[src/rtl/pipe_trace_buffer_if.sv]
// Capture and read-back bus of the trace buffer: one retired-instruction
// record in, one indexed record out.
interface pipe_trace_buffer_if #(
  parameter int DATA_W = 32,
  parameter int DEPTH  = 8
);
  localparam int PTR_W = $clog2(DEPTH);

  logic              in_valid;
  logic [DATA_W-1:0] in_pc;
  logic [31:0]       in_ir;
  logic [DATA_W-1:0] in_data;
  logic              rd_en;
  logic [PTR_W-1:0]  rd_idx;
  logic              rd_valid;
  logic [DATA_W-1:0] rd_pc;
  logic [31:0]       rd_ir;
  logic [DATA_W-1:0] rd_data;

  modport master (
    output in_valid, in_pc, in_ir, in_data, rd_en, rd_idx,
    input  rd_valid, rd_pc, rd_ir, rd_data
  );

  modport slave (
    input  in_valid, in_pc, in_ir, in_data, rd_en, rd_idx,
    output rd_valid, rd_pc, rd_ir, rd_data
  );
endinterface

[src/rtl/pipe_trace_buffer.sv]
// Circular trace buffer of {pc, ir, data} records with IR match/mask trigger,
// programmable post-trigger capture and oldest-first indexed read-back.
module pipe_trace_buffer #(
  parameter int DATA_W   = 32,
  parameter int DEPTH    = 8,
  parameter int POST_LEN = 3,
  localparam int PTR_W   = $clog2(DEPTH)
) (
  input  logic                 clk,
  input  logic                 rst,
  input  logic                 arm,
  input  logic [31:0]          trig_value,
  input  logic [31:0]          trig_mask,
  pipe_trace_buffer_if.slave   bus,
  output logic [1:0]           state,
  output logic                 triggered,
  output logic                 done,
  output logic [PTR_W:0]       count,
  output logic [PTR_W-1:0]     trig_idx
);
  typedef struct packed {
    logic [DATA_W-1:0] pc;
    logic [31:0]       ir;
    logic [DATA_W-1:0] data;
  } rec_t;

  typedef enum logic [1:0] {IDLE = 2'd0, ARMED = 2'd1, POST = 2'd2, DONE = 2'd3} state_t;

  localparam logic [PTR_W:0]   ONE     = (PTR_W+1)'(1);
  localparam logic [PTR_W:0]   DEPTH_C = (PTR_W+1)'(DEPTH);
  localparam logic [PTR_W:0]   POST_C  = (PTR_W+1)'(POST_LEN);
  localparam logic [PTR_W-1:0] POST_P  = PTR_W'(POST_LEN);

  state_t           st, st_nxt;
  rec_t             mem [DEPTH];
  logic [PTR_W-1:0] wr_ptr, post_cnt, rd_phys;
  logic [PTR_W:0]   cnt_inc, trig_calc;
  logic             match, rd_hit;
  logic             wr_en, clr, load_post, dec_post, set_trig, enter_done;

  assign match     = bus.in_valid && ((bus.in_ir & trig_mask) == (trig_value & trig_mask));
  assign cnt_inc   = (count == DEPTH_C) ? count : count + ONE;
  assign trig_calc = cnt_inc - ONE - POST_C;
  // Physical slot uses the pointers as they stand in the request cycle.
  assign rd_phys   = wr_ptr - count[PTR_W-1:0] + bus.rd_idx;
  assign rd_hit    = {1'b0, bus.rd_idx} < count;
  assign state     = st;
  assign done      = (st == DONE);

  always_ff @(posedge clk) begin
    if (rst) st <= IDLE;
    else     st <= st_nxt;
  end

  always_comb begin
    st_nxt     = st;
    wr_en      = 1'b0;
    clr        = 1'b0;
    load_post  = 1'b0;
    dec_post   = 1'b0;
    set_trig   = 1'b0;
    enter_done = 1'b0;
    if (arm) begin
      clr    = 1'b1;
      st_nxt = ARMED;
    end else begin
      case (st)
        ARMED: if (bus.in_valid) begin
          wr_en = 1'b1;
          if (match) begin
            set_trig = 1'b1;
            if (POST_LEN == 0) begin
              st_nxt     = DONE;
              enter_done = 1'b1;
            end else begin
              st_nxt    = POST;
              load_post = 1'b1;
            end
          end
        end
        POST: if (bus.in_valid) begin
          wr_en    = 1'b1;
          dec_post = 1'b1;
          if (post_cnt == PTR_W'(1)) begin
            st_nxt     = DONE;
            enter_done = 1'b1;
          end
        end
        default: ;
      endcase
    end
  end

  always_ff @(posedge clk) begin
    if (rst) begin
      wr_ptr    <= '0;
      count     <= '0;
      post_cnt  <= '0;
      trig_idx  <= '0;
      triggered <= 1'b0;
    end else if (clr) begin
      wr_ptr    <= '0;
      count     <= '0;
      post_cnt  <= '0;
      triggered <= 1'b0;
    end else begin
      if (wr_en) begin
        wr_ptr <= wr_ptr + 1'b1;
        count  <= cnt_inc;
      end
      if (load_post)     post_cnt <= POST_P;
      else if (dec_post) post_cnt <= post_cnt - 1'b1;
      if (set_trig)   triggered <= 1'b1;
      if (enter_done) trig_idx  <= trig_calc[PTR_W-1:0];
    end
  end

  always_ff @(posedge clk) begin
    if (wr_en && !rst) mem[wr_ptr] <= '{bus.in_pc, bus.in_ir, bus.in_data};
  end

  // Out-of-range reads return zeros; idle cycles hold the last fields.
  always_ff @(posedge clk) begin
    if (rst) begin
      bus.rd_valid <= 1'b0;
      bus.rd_pc    <= '0;
      bus.rd_ir    <= '0;
      bus.rd_data  <= '0;
    end else if (bus.rd_en) begin
      bus.rd_valid <= rd_hit;
      bus.rd_pc    <= rd_hit ? mem[rd_phys].pc   : '0;
      bus.rd_ir    <= rd_hit ? mem[rd_phys].ir   : '0;
      bus.rd_data  <= rd_hit ? mem[rd_phys].data : '0;
    end else begin
      bus.rd_valid <= 1'b0;
    end
  end
endmodule

[src/flat_wrapper.sv]
// flat-port wrapper written by rule: the top's interface ports become plain ports
module pipe_trace_buffer_flat 
#(
  parameter int DATA_W   = 32,
  parameter int DEPTH    = 8,
  parameter int POST_LEN = 3,
  localparam int PTR_W   = $clog2(DEPTH)
)
  (clk, rst, arm, trig_value, trig_mask, state, triggered, done, count, trig_idx, bus_in_valid, bus_in_pc, bus_in_ir, bus_in_data, bus_rd_en, bus_rd_idx, bus_rd_valid, bus_rd_pc, bus_rd_ir, bus_rd_data);
  pipe_trace_buffer_if #(.DATA_W(DATA_W), .DEPTH(DEPTH)) bus_i ();
  input  logic clk;
  input  logic rst;
  input  logic arm;
  input  logic [31:0] trig_value;
  input  logic [31:0] trig_mask;
  output logic [1:0] state;
  output logic triggered;
  output logic done;
  output logic [PTR_W:0] count;
  output logic [PTR_W-1:0] trig_idx;
  input wire logic [$bits(bus_i.in_valid)-1:0] bus_in_valid;
  input wire logic [$bits(bus_i.in_pc)-1:0] bus_in_pc;
  input wire logic [$bits(bus_i.in_ir)-1:0] bus_in_ir;
  input wire logic [$bits(bus_i.in_data)-1:0] bus_in_data;
  input wire logic [$bits(bus_i.rd_en)-1:0] bus_rd_en;
  input wire logic [$bits(bus_i.rd_idx)-1:0] bus_rd_idx;
  output wire logic [$bits(bus_i.rd_valid)-1:0] bus_rd_valid;
  output wire logic [$bits(bus_i.rd_pc)-1:0] bus_rd_pc;
  output wire logic [$bits(bus_i.rd_ir)-1:0] bus_rd_ir;
  output wire logic [$bits(bus_i.rd_data)-1:0] bus_rd_data;
  assign bus_i.in_valid = bus_in_valid;
  assign bus_i.in_pc = bus_in_pc;
  assign bus_i.in_ir = bus_in_ir;
  assign bus_i.in_data = bus_in_data;
  assign bus_i.rd_en = bus_rd_en;
  assign bus_i.rd_idx = bus_rd_idx;
  assign bus_rd_valid = bus_i.rd_valid;
  assign bus_rd_pc = bus_i.rd_pc;
  assign bus_rd_ir = bus_i.rd_ir;
  assign bus_rd_data = bus_i.rd_data;
  pipe_trace_buffer #(.DATA_W(DATA_W), .DEPTH(DEPTH), .POST_LEN(POST_LEN)) u_core (.clk(clk), .rst(rst), .arm(arm), .trig_value(trig_value), .trig_mask(trig_mask), .bus(bus_i), .state(state), .triggered(triggered), .done(done), .count(count), .trig_idx(trig_idx));
endmodule
[config.mk]
export PLATFORM = sky130hd
export DESIGN_NAME = pipe_trace_buffer_flat
export DESIGN_NICKNAME = d
export VERILOG_FILES = /design/src/rtl/pipe_trace_buffer_if.sv /design/src/rtl/pipe_trace_buffer.sv /design/src/flat_wrapper.sv
export SDC_FILE = /design/constraint.sdc
export NUM_CORES = 1
export LEC_CHECK = 0
export BUFFER_PORTS_ARGS = -buffer_cell sky130_fd_sc_hd__buf_2
export CORE_ASPECT_RATIO = 1.2
export CORE_MARGIN = 3
export CORE_UTILIZATION = 53
export CTS_BUF_LIST = sky130_fd_sc_hd__clkbuf_16
export DETAILED_ROUTE_END_ITERATION = 7
export MAX_ROUTING_LAYER = met4
export PLACE_DENSITY_LB_ADDON = 0.3
export SYNTH_ARGS = -nofsm -noshare
export SYNTH_HDL_FRONTEND = slang
export SYNTH_SLANG_ARGS = --single-unit
export TNS_END_PERCENT = 1
[constraint.sdc]
create_clock -name clk -period 17.75 [get_ports clk]
set_input_delay 3.55 -clock clk [delete_from_list [all_inputs] [get_ports clk]]
set_output_delay 3.55 -clock clk [all_outputs]
set_load 0.1 [all_outputs]
* Word level (Yosys, flattened, before mapping)
Memory sizes are Yosys's and may differ from the RTL's. Index checks and enable logic that the tools add are counted.
Operators by class: equal/unequal tests 14, reduce and logical (&&, ||, !) cells 14, shifts and indexed selects 0, $mul 0, add/sub/neg operators 7, divide/modulo/power cells 0, mux-type cells 28, order comparisons 1, bitwise operators 4
Operators with widths (count):
- 32-bit two-way mux | 3
- 32-bit AND | 2
- 32-bit == test | 1
- 1-bit two-way mux | 17
- 2-bit two-way mux | 6
- 5-bit AND reduction | 2
- 2-bit OR reduction | 4
- 3-bit by 2-bit != test with 1-bit output, second input constant | 2
- 3-bit != test, second input constant | 2
- 3-bit by 1-bit subtractor with 3-bit output, second input constant | 2
- 4-bit by 1-bit adder with 4-bit output, second input constant | 1
- 2-bit == test, second input constant | 2
- 4-bit == test, second input constant | 1
- 3-bit by 4-bit < comparator with 1-bit output | 1
- 4-bit two-way mux | 1
- 2-bit by 1-bit != test with 1-bit output, second input constant | 2
- 2-bit != test, second input constant | 2
- 2-bit one-hot mux with 2 select lines | 1
- 2-bit nonzero test | 2
- 3-bit by 1-bit adder with 3-bit output, second input constant | 1
- 3-bit adder | 1
- 3-bit by 1-bit == test with 1-bit output, second input constant | 1
- 3-bit nonzero test | 1
- 3-bit OR reduction | 1
- 7 further kinds | 9
Storage, ports and cells: word-level logic and storage cells 81, register bits after elaboration 113, bits in latches 0, RAM bits 768, memories 1, bits in read-only memories 0, input port bits 168
Memories:
- u_core.mem | depth 8, width 96, rd ports 1, clocked after memory_dff 0, wr ports 1, RTL line pipe_trace_buffer.sv:35 | rec_t mem [DEPTH];

* Longest topological paths before layout
Gate-level depths: netlist (run 1).
depth in word-level cells 8, depth in mapped cells 13, gate-level depth less buffers 11

* Worst setup path after synthesis (run 1)
OpenSTA, ideal clock, no wires.
path kind input-to-reg, start point input port arm, end point memory u_core.mem[0][0] in the netlist's numbering (enable), arrival time 13.319 ns, slack 3.644 ns, required time 16.963 ns, stages on the path 4, path through nor3b_1 clkbuf_1 nand2_1 nor4_1
Between the ends: cells in the longest elaborated chain, start to end 4
Ends and longest elaborated chain:
- start: declaration | RTL line flat_wrapper.sv:13 | input logic arm;
- 1-bit two-way mux | RTL line pipe_trace_buffer.sv:63 | if (arm) begin
- 1-bit logical AND | RTL line pipe_trace_buffer.sv:119 | if (wr_en && !rst) mem[wr_ptr] <= '{bus.in_pc, bus.in_ir, bus.in_data};
- 1-bit two-way mux | RTL line pipe_trace_buffer.sv:119
- 1-bit two-way mux (not written as such) | RTL line pipe_trace_buffer.sv:119
- end: declaration | RTL line pipe_trace_buffer.sv:35
Every way passes these cells.

* Final worst setup path (run 1)
start point input port bus_rd_idx[1], end point register u_core.bus.rd_data[2]
Between the ends: cells in the longest elaborated chain, start to end 3, elaborated cells on any way between the ends 4
Ends and longest elaborated chain:
- start: declaration | RTL line flat_wrapper.sv:26 | input wire logic [$bits(bus_i.rd_idx)-1:0] bus_rd_idx;
- 3-bit adder | RTL line pipe_trace_buffer.sv:45 | assign rd_phys = wr_ptr - count[PTR_W-1:0] + bus.rd_idx;
- memory read 8 x 96 bit
- 32-bit two-way mux * | RTL line pipe_trace_buffer.sv:133 | bus.rd_data <= rd_hit ? mem[rd_phys].data : '0;
- end signal: assignment | RTL line pipe_trace_buffer.sv:133
- end: declaration | RTL line pipe_trace_buffer_if.sv:27 | output rd_valid, rd_pc, rd_ir, rd_data
Mark *: on every way between the ends. The rest lies on a longest branch, timed or not. A chain may end at the register's enable or synchronous reset.

==> impl_metrics.yaml, run 1 <==
status:
  status: "finished clean"
logic_synthesis:
  synth_cells: 1602
  synth-edff-count: 768
  synth_seq_area_share_pct: 76.6
  syn_avg_cell_area_um2: 20.6
  ys_ff_latch: 881
  ys.flop_type: "edfxtp_1"
  async_flop_share_pct: 0
  yosys_warnings: 0
  syn_nets: 1784
  netlist_area_um2: 33100
  yosysUniqueCellTypes: 39
final_layout:
  syn_to_final_growth_pct: 14.7
  fin_nets: 2093
  layout.cells.non_filler: 2797
  nFillCells: 4317
  final_cell_mix: "768 x edfxtp_1, 275 x buf_2, 192 x mux4_2"
  final_layout_size_suffix_gt1_share_pct: 31.6
  final_common_cell: "edfxtp_1"
worst_setup_path:
  rr_worst_depth: 9
  cp_cell_sequence: "buf_2 > inv_1 > fa_1 > fa_4 > buf_4 > mux4_2 > mux2i_1 > o21ai_1"
  cp_max_fo: 42
  worst_path_max_delay_cell: "fa_4"
  cp_slowest_stage_delay_ns: 1.40
  r2r_end: "u_core.bus.rd_data[2]"
  cp-endpoint: "u_core.bus.rd_data[2]"
  crit_buf_inv: 3
  cp.depth: 8
  crit_type: "in -> reg"
  crit_arrival_ns: 7.06
  start_kind: "primary input"
  critPathTopFamily: "adder cells"
  r2r_setup_slack_ns: 13.69
  r2r-start: "u_core.count[0]"
  startpoint: "bus_rd_idx[1]"
  cp-end-kind: "register"
  crit_required_ns: 18.22
global_route:
  grt_pass1_vias: 17272
  grtUsageTotal_pct: 22.7
  grt_pass1_wl_mm: 106
  grt_max_degree: 156
  antenna_found_initial: 11
  grt-ovfl-total: 0
timing:
  relSlewSlack_pct: 29.7
  timing.hold.ws_ns: 0.443
  grt_setup_unrepaired: "false"
  finalSetupViolations: 0
  hold_viol_final: 0
  tns_ns: 0
  tightest_slew_ns: 1.05
  post-route-period-util_pct: 37.1
  min_period_ns: 6.58
  clock_skew_ns: 0.0153
  fmax_mhz: 152
  finalMaxSlewViolations: 0
die:
  io_pins: 276
  rows: 99
  initial_core_util_pct: 53.9
  die_x_um: 234
  dieArea_um2: 65400
  core-area_um2: 61300
  fp.dieH_um: 280
placed_design:
  post-place-cells: 2634
  port_buffers: 275
  dp_hpwl_mm: 37.7
  gp_congestion: 0.770
drt:
  wl_mm: 70.9
  drt-wirelength-per-cell_um: 25.4
  dr.first_iter.drc_count: 1325
  drt_pass1_iterations: 5
  drt-vias-per-instance: 5.81
  route.detailed.drc: 0
  ant_nets: 0
  num_vias: 16239
cts:
  cts_resized: 0
  ctsHoldBuffers: 0
  cts.path.max_buffers: 3
  root_buffer: "clkbuf_16"
  cts_setup_buffers: 0
  insertion_delay_ns: 0.62
  cts.clk_slew.worst_paths_ns: 0.06
  cts_made_buffers: 83
  htree_levels: 3
  cts_tree: "built"
  cts_sinks: 881
power:
  power.internal_mw: 3.35
  powerDensity_nw_per_um2: 115
  p_clk_share_pct: 38.1
  p_leak_nw: 13.0
  swShare_pct: 23.2
  p_seq_share_pct: 52.2
  switchingPower_mw: 1.01
  p_comb_share_pct: 9.8
  ir_worst_vdd_v: 0.0000847
min_path:
  hold_class: "reg -> reg"
flow_run:
  cap_violations: 0
## worst min path at each step
stage | start | end | slack [ns] | depth (start not counted)
6_report | u_core.bus.rd_ir[20] | u_core.bus.rd_ir[20] | 0.44 | 2
5_1_grt | u_core.bus.rd_pc[1] | u_core.bus.rd_pc[1] | 0.46 | 2
4_1_cts | u_core.bus.rd_ir[20] | u_core.bus.rd_ir[20] | 0.45 | 2
3_5_place_dp | u_core.bus.rd_ir[20] | u_core.bus.rd_ir[20] | 0.44 | 2
3_3_place_gp | u_core.bus.rd_data[11] | u_core.bus.rd_data[11] | 0.44 | 2
2_1_floorplan | u_core.wr_ptr[0] | u_core.wr_ptr[0] | 0.48 | 2
## metal layers
| layer | wire, µm | global-route usage, % | vias to the layer above | share of wire [%] |
|---|---|---|---|---|
| li1 | - | - | 7113 | - |
| met1 | 28100 | 29.0 | 8520 | 40 |
| met2 | 36800 | 37.2 | 510 | 52 |
| met3 | 4420 | 4.27 | 96 | 6.2 |
| met4 | 1590 | 7.36 | 0 | 2.2 |
| met5 | 0 | - | - | 0 |
## final cells by class
| type | count | area, µm² | share of cell area [%] |
|---|---|---|---|
| Antenna cell | 10 | 25.0 | 0.0660 |
| Clock buffer | 84 | 2100 | 5.54 |
| Clock inverter | 69 | 449 | 1.18 |
| Inverter | 17 | 63.8 | 0.168 |
| Multi-Input combinational cell | 627 | 7320 | 19.3 |
| Sequential cell | 881 | 25300 | 66.8 |
| Tap cell | 808 | 1010 | 2.67 |
| Timing Repair Buffer | 301 | 1610 | 4.24 |
## synth_stat cells, types with 2 or more instances
master | instances | area share, %
nand4_1 | 5 | 0.095
nor3_1 | 2 | 0.030
xnor2_1 | 4 | 0.11
a21oi_1 | 10 | 0.15
mux2i_1 | 99 | 3.0
nand2b_1 | 2 | 0.038
nand2_1 | 104 | 1.2
buf_2 | 33 | 0.50
nor3b_1 | 3 | 0.068
edfxtp_1 | 768 | 70
mux4_2 | 192 | 13
nand3b_1 | 2 | 0.045
buf_6 | 15 | 0.51
ha_1 | 12 | 0.45
dfxtp_1 | 113 | 6.8
clkbuf_1 | 25 | 0.28
buf_1 | 3 | 0.034
o21ai_0 | 3 | 0.045
nor2b_1 | 2 | 0.038
nor2_1 | 24 | 0.27
xor2_1 | 35 | 0.93
inv_1 | 16 | 0.18
nor4_1 | 2 | 0.038
o21ai_1 | 98 | 1.5
xnor2_2 | 2 | 0.098
a22oi_1 | 14 | 0.32
fa_1 | 2 | 0.12
## metrics by stage
stage	cell area, µm²	setup WS, ns	power (mW)	util (%)
2_1_floorplan	33100	3.64	2.65	-
3_5_place_dp	35300	10.48	2.75	57.6
4_1_cts	37900	11.17	4.40	61.8
3_3_place_gp	35300	10.51	2.74	57.6
5_1_grt	37900	11.03	4.50	61.8
6_report	37900	11.17	4.36	61.8
## kinds of logic after synthesis
logic type | after synthesis | synth area share [%]
DFF | 881 | 76.6
muxes | 292 | 16.1
and+or+nand+nor | 150 | 1.89
AOI/OAI and AO/OA | 130 | 2.13
buffers and inverters | 94 | 1.54
xor gates and xnor gates | 41 | 1.13
adders and majority gates | 14 | 0.575
## tightest hold or removal path: stages, from the launching register on
cell and delay, ns:
dfxtp_1 0.31, nand2_1 0.05, o21ai_1 0.05
## flip-flops by register name (all words and copies together), names as in the netlist
register and flops:
u_core.bus.rd_data 32, u_core.count 4, u_core.mem 768, u_core.trig_idx 3, u_core.post_cnt 3, u_core.wr_ptr 3, u_core.triggered 1, u_core.state 2
u_core.bus.rd_valid 1, u_core.bus.rd_pc 32, u_core.bus.rd_ir 32
## power groups by stage
stage	Sequential, mW	Clock (mW)	Combinational [mW]
finish	2.27	1.66	0.426
global route	2.27	1.77	0.455
CTS	2.27	1.69	0.433
detailed placement	2.32	0	0.432
global placement	2.32	0	0.426
floorplan	2.41	0	0.241
No activity file was read; power rests on OpenSTA's default activity.
==> run 2, diff against run 1 <==
- clock period: 17.75 -> 5.6 ns (I/O delays scaled with it)
==> run 2 against run 1 <==
  * Sequential share of layout area shrank 0.90 points
  * Power grew to 3.2 times the previous value
  * First-iteration DRC count shrank 6.2%
  * Sequential power grew to 3.2 times the previous value
  * Largest power group unchanged
==> impl_metrics.yaml, run 2 (synthesis results as in run 1) <==
timing:
  finalMaxSlewViolations: 0
  grt_setup_unrepaired: "false"
  tns_ns: 0
  relSlewSlack_pct: 45.1
  tightest_slew_ns: 0.824
  hold_viol_final: 0
  post-route-period-util_pct: 63.5
  fmax_mhz: 281
  min_period_ns: 3.56
  finalSetupViolations: 0
  clock_skew_ns: 0.0204
worst_setup_path:
  r2r_setup_slack_ns: 2.10
  r2r_end: "u_core.bus.rd_data[17]"
  crit_arrival_ns: 4.04
  cp-end-kind: "register"
  rr_worst_depth: 7
  r2r-start: "u_core.wr_ptr[1]"
  start_kind: "primary input"
  startpoint: "bus_rd_idx[1]"
  crit_type: "in -> reg"
  crit_required_ns: 6.09
  cp_max_fo: 38
global_route:
  grt_pass1_vias: 17300
  grtUsageTotal_pct: 22.6
  grt_max_degree: 97
  grt_pass1_wl_mm: 106
  antenna_found_initial: 12
  grt-ovfl-total: 0
final_layout:
  final_cell_mix: "768 x edfxtp_1, 275 x buf_2, 192 x mux4_2"
  largest_register: "u_core.mem"
  layout.cells.non_filler: 2814
  final_common_cell: "edfxtp_1"
  syn_to_final_growth_pct: 16.3
  final_layout_size_suffix_gt1_share_pct: 32.0
  largest_reg_flops: 768
  fin_nets: 2102
  utilization_pct: 62.7
drt:
  wl_mm: 69.8
  drt-wirelength-per-cell_um: 24.8
  ant_nets: 0
  drt_pass1_iterations: 7
  route.detailed.drc: 0
  drt-vias-per-instance: 5.71
  dr.first_iter.drc_count: 1243
  num_vias: 16075
die:
  rows: 99
  dieArea_um2: 65400
  initial_core_util_pct: 53.9
  io_pins: 276
  fp.dieH_um: 280
  core-area_um2: 61300
  die_x_um: 234
min_path:
  hold_class: "reg -> reg"
  min_to: "u_core.bus.rd_data[29]"
  hold_path.startpoint: "u_core.bus.rd_data[29]"
  worstHoldPathCells: 2
power:
  p_seq_share_pct: 50.9
  power.internal_mw: 11.0
  p_comb_share_pct: 9.7
  swShare_pct: 22.6
  p_clk_share_pct: 39.3
  switchingPower_mw: 3.19
  p_leak_nw: 13.2
  powerDensity_nw_per_um2: 368
  ir_worst_vdd_v: 0.000224
cts:
  htree_levels: 3
  cts_made_buffers: 85
  cts_sinks: 881
  cts_tree: "built"
  cts.path.max_buffers: 3
  ctsHoldBuffers: 0
  cts_setup_buffers: 0
  cts_resized: 0
  root_buffer: "clkbuf_16"
  cts.clk_slew.worst_paths_ns: 0.06
  insertion_delay_ns: 0.61
placed_design:
  gp_congestion: 0.777
  port_buffers: 275
  post-place-cells: 2641
  dp_hpwl_mm: 38.6
flow_run:
  cap_violations: 0
status:
  status: "finished clean"
==> run 2: cell types whose count changed in the layout (fill, tap and decap cells not counted), moves of 2 or more <==
cell	delta
buf_12	+18
clkinv_1	+4
nor4_2	-2
bufinv_16	+4
clkinv_2	-2
diode_2	+4
clkbuf_16	+5
nor4_4	+2
clkinv_4	-2
clkinv_8	+2
dfxtp_2	+2
inv_6	-2
dfxtp_1	-2
buf_4	-11
==> run 2: worst max-delay path, cell delays in order <==
cell	delay (ns)
buf_2	0.10
inv_1	0.06
fa_1	0.49
fa_4	1.31
buf_12	0.31
mux4_2	0.33
mux2i_1	0.18
o21ai_1	0.07
==> run 2: power by group through the flow <==
| stage | Clock, mW | Sequential (mW) | Combinational [mW] |
|---|---|---|---|
| 6_report | 5.57 | 7.21 | 1.38 |
| 5_1_grt | 5.96 | 7.21 | 1.48 |
| 4_1_cts | 5.69 | 7.21 | 1.40 |
| 3_5_place_dp | 0 | 7.35 | 1.40 |
| 3_3_place_gp | 0 | 7.35 | 1.37 |
| 2_1_floorplan | 0 | 7.62 | 0.765 |
==> run 2: worst max path at each step <==
stage,cells after the start,endpoint
global route,7,u_core.bus.rd_pc[17]
finish,8,u_core.bus.rd_data[17]
floorplan,4,u_core.mem[2][0]
CTS,8,u_core.bus.rd_data[17]
global placement,8,u_core.bus.rd_pc[20]
detailed placement,8,u_core.bus.rd_pc[20]
==> run 2: area by class of cell <==
type | count | area, µm²
inverter | 17 | 63.8
antenna | 14 | 35.0
fill | 4162 | 22900
clock inverter | 70 | 541
timing repair buffer | 308 | 1890
sequential | 881 | 25300
multi-input combinational | 627 | 7340
tap | 808 | 1010
clock buffer | 89 | 2230
==> run 2: routing by layer <==
layer / wire (µm) / track usage (%) / up-vias
met5: 0 / - / -
met4: 1570 / 6.75 / 0
met3: 4240 / 4.21 / 86
met2: 35500 / 36.4 / 494
met1: 28500 / 29.9 / 8380
li1: - / - / 7115
==> run 2: metrics by stage <==
step                setup WS (ns)  cell area (µm²)  power [mW]  hold WS [ns]
detailed placement           1.40            35600        8.75         0.439
finish                       2.04            38400        14.2         0.444
global route                 1.92            38400        14.6         0.463
floorplan                  -0.841            33100        8.38         0.481
global placement             1.43            35600        8.72         0.433
CTS                          2.04            38400        14.3         0.448
==> run 3, diff against run 2 <==
- clock period: 5.6 -> 3.3 ns (I/O delays scaled with it)
==> run 3 against run 2 <==
  * Setup slack got worse by 2.0 ns
  * Register-to-register slack worse by 2.0 ns
  * Worst hold slack worse by 0.13 ns
  * Die area stayed put
  * Sequential share of layout area is 1.2 points lower
  * Power is 72% higher
  * Global-route usage is 0.20 points higher
  * Clock skew shrank 0.0045 ns
  * Clock-buffer cell count stayed put
  * Combinational power up 86%
==> impl_metrics.yaml, run 3 (synthesis results as in run 1) <==
drt:
  drt-met1-wl_mm: 28.4
  route.detailed.drc: 0
  wl_mm: 71.1
  wl_met3_mm: 4.10
  num_vias: 16358
  ant_nets: 0
  top_layer_used: "met4"
  drt-wirelength-per-cell_um: 24.9
  drt-vias-per-instance: 5.71
  drt_pass1_iterations: 5
  dr.first_iter.drc_count: 1137
  wl_met2_mm: 36.6
cts:
  cts.clk_slew.worst_paths_ns: 0.06
  cts_made_buffers: 84
  htree_levels: 3
  cts.path.max_buffers: 3
  ctsHoldBuffers: 0
  cts_tree: "built"
  root_buffer: "clkbuf_16"
  insertion_delay_ns: 0.61
  cts_sinks: 881
power:
  finalPower_mw: 24.3
  powerDensity_nw_per_um2: 621
  p_leak_nw: 13.5
  ir_worst_vdd_v: 0.000405
final_layout:
  final_layout_size_suffix_gt1_share_pct: 34.1
  largest_reg_flops: 768
  final_cell_mix: "768 x edfxtp_1, 275 x buf_2, 192 x mux4_2"
  final_common_cell: "edfxtp_1"
  nFillCells: 4146
  largest_register: "u_core.mem"
  fin_nets: 2156
  syn_to_final_growth_pct: 18.4
  finish.instance_area_um2: 39100
placed_design:
  dp_hpwl_mm: 40.7
  place_area_um2: 36200
  port_buffers: 275
  pre_cts_ws_ns: -0.192
  gp_congestion: 0.780
min_path:
  hold_class: "in -> reg"
  worstHoldPathCells: 1
worst_setup_path:
  worst_path_max_delay_cell: "fa_4"
  start_kind: "register"
  cp_slowest_stage_delay_ns: 0.53
  crit_arrival_ns: 3.72
  cp-end-kind: "register"
  cp_max_fo: 16
  crit_type: "reg -> reg"
  cp_cell_sequence: "inv_1 > ha_1 > inv_1 > ha_4 > inv_1 > fa_4 > xor2_4 > xnor2_4 > buf_4 > buf_12 > buf_4 > mux4_2 > mux2i_1 > o21ai_1"
  crit_required_ns: 3.79
  rr_worst_depth: 14
  cp_common_cell: "inv_1"
timing:
  fmax_mhz: 309
  finalMaxSlewViolations: 0
  timing.hold.ws_ns: 0.313
  hold_viol_final: 0
  post-route-period-util_pct: 97.9
  fin_ws_ns: 0.0689
  min_period_ns: 3.23
  relSlewSlack_pct: 55.4
  finalSetupViolations: 0
  tightest_slew_ns: 0.670
  clock_skew_ns: 0.0159
flow_run:
  cap_violations: 0
global_route:
  antenna_found_initial: 12
  grt-ovfl-total: 0
  grt_max_degree: 97
  grtUsageTotal_pct: 22.8
  grt_pass1_vias: 17431
  grt_pass1_wl_mm: 107
die:
  io_pins: 276
  core-area_um2: 61300
  die_x_um: 234
  fp.dieH_um: 280
  rows: 99
  initial_core_util_pct: 53.9
  dieArea_um2: 65400
status:
  status: "finished clean"
[run 3: changes by cell type in the layout (fill, tap and decap cells not counted), sizes merged]
cell / before / now
clkbuf: 89 / 91
diode: 14 / 11
clkinv: 39 / 30
buf: 308 / 361
clkinvlp: 1 / 7
[run 3: timing repair]
item | in CTS | in global routing
gates resized for setup | 0 | 2
endpoints found under the setup margin | 0 | 61
setup buffers | 0 | 9
[run 3: layer usage]
layer | up-vias | track usage (%)
met4 | 0 | 7.82
met2 | 486 | 37.5
met5 | - | -
met1 | 8517 | 29.2
li1 | 7233 | -
met3 | 122 | 3.85
[run 3: worst paths after layout]
check                                       endpoint            startpoint  slack [ns]
worst max register to register  u_core.bus.rd_pc[10]      u_core.wr_ptr[0]        0.07
worst min register to register  u_core.bus.rd_ir[18]  u_core.bus.rd_ir[18]        0.44
worst min-delay path               u_core.mem[2][17]       bus_in_data[17]        0.31
worst max-delay path            u_core.bus.rd_pc[10]      u_core.wr_ptr[0]        0.07
[run 3: critical path, delay by kind of cell (launching register included)]
| family | cells | cell delay [ns] |
|---|---|---|
| flops | 1 | 0.40 |
| buf+inv | 6 | 0.85 |
| compound gates | 1 | 0.07 |
| fa+ha+maj | 3 | 0.95 |
| mux | 2 | 0.46 |
| xor+xnor | 2 | 0.35 |
[run 3: report_power, final]
part,switching (mW),internal (mW),leakage (nW)
clock,3.99,5.50,1.40
sequential,0.0522,12.2,7.83
combinational,1.50,1.08,4.32
total,5.54,18.8,13.5
[run 3: final cells by class]
cell class                 count  area, µm²  area share (%)
timing repair buffer         363       2560            6.54
inverter                      17       66.3           0.169
tap                          808       1010            2.58
sequential                   881      25300            64.7
clock inverter                67        522            1.33
antenna                       11       27.5          0.0703
clock buffer                  89       2230            5.69
multi-input combinational    627       7400            18.9
[run 3: metrics by stage]
stage	utilization [%]	cells	TNS, ns
floorplan	-	1602	-883.02
global placement	59.1	2685	-5.28
detailed placement	59.1	2685	-8.56
CTS	63.6	2841	0
global route	63.8	2863	-0.324
finish	63.8	2863	0
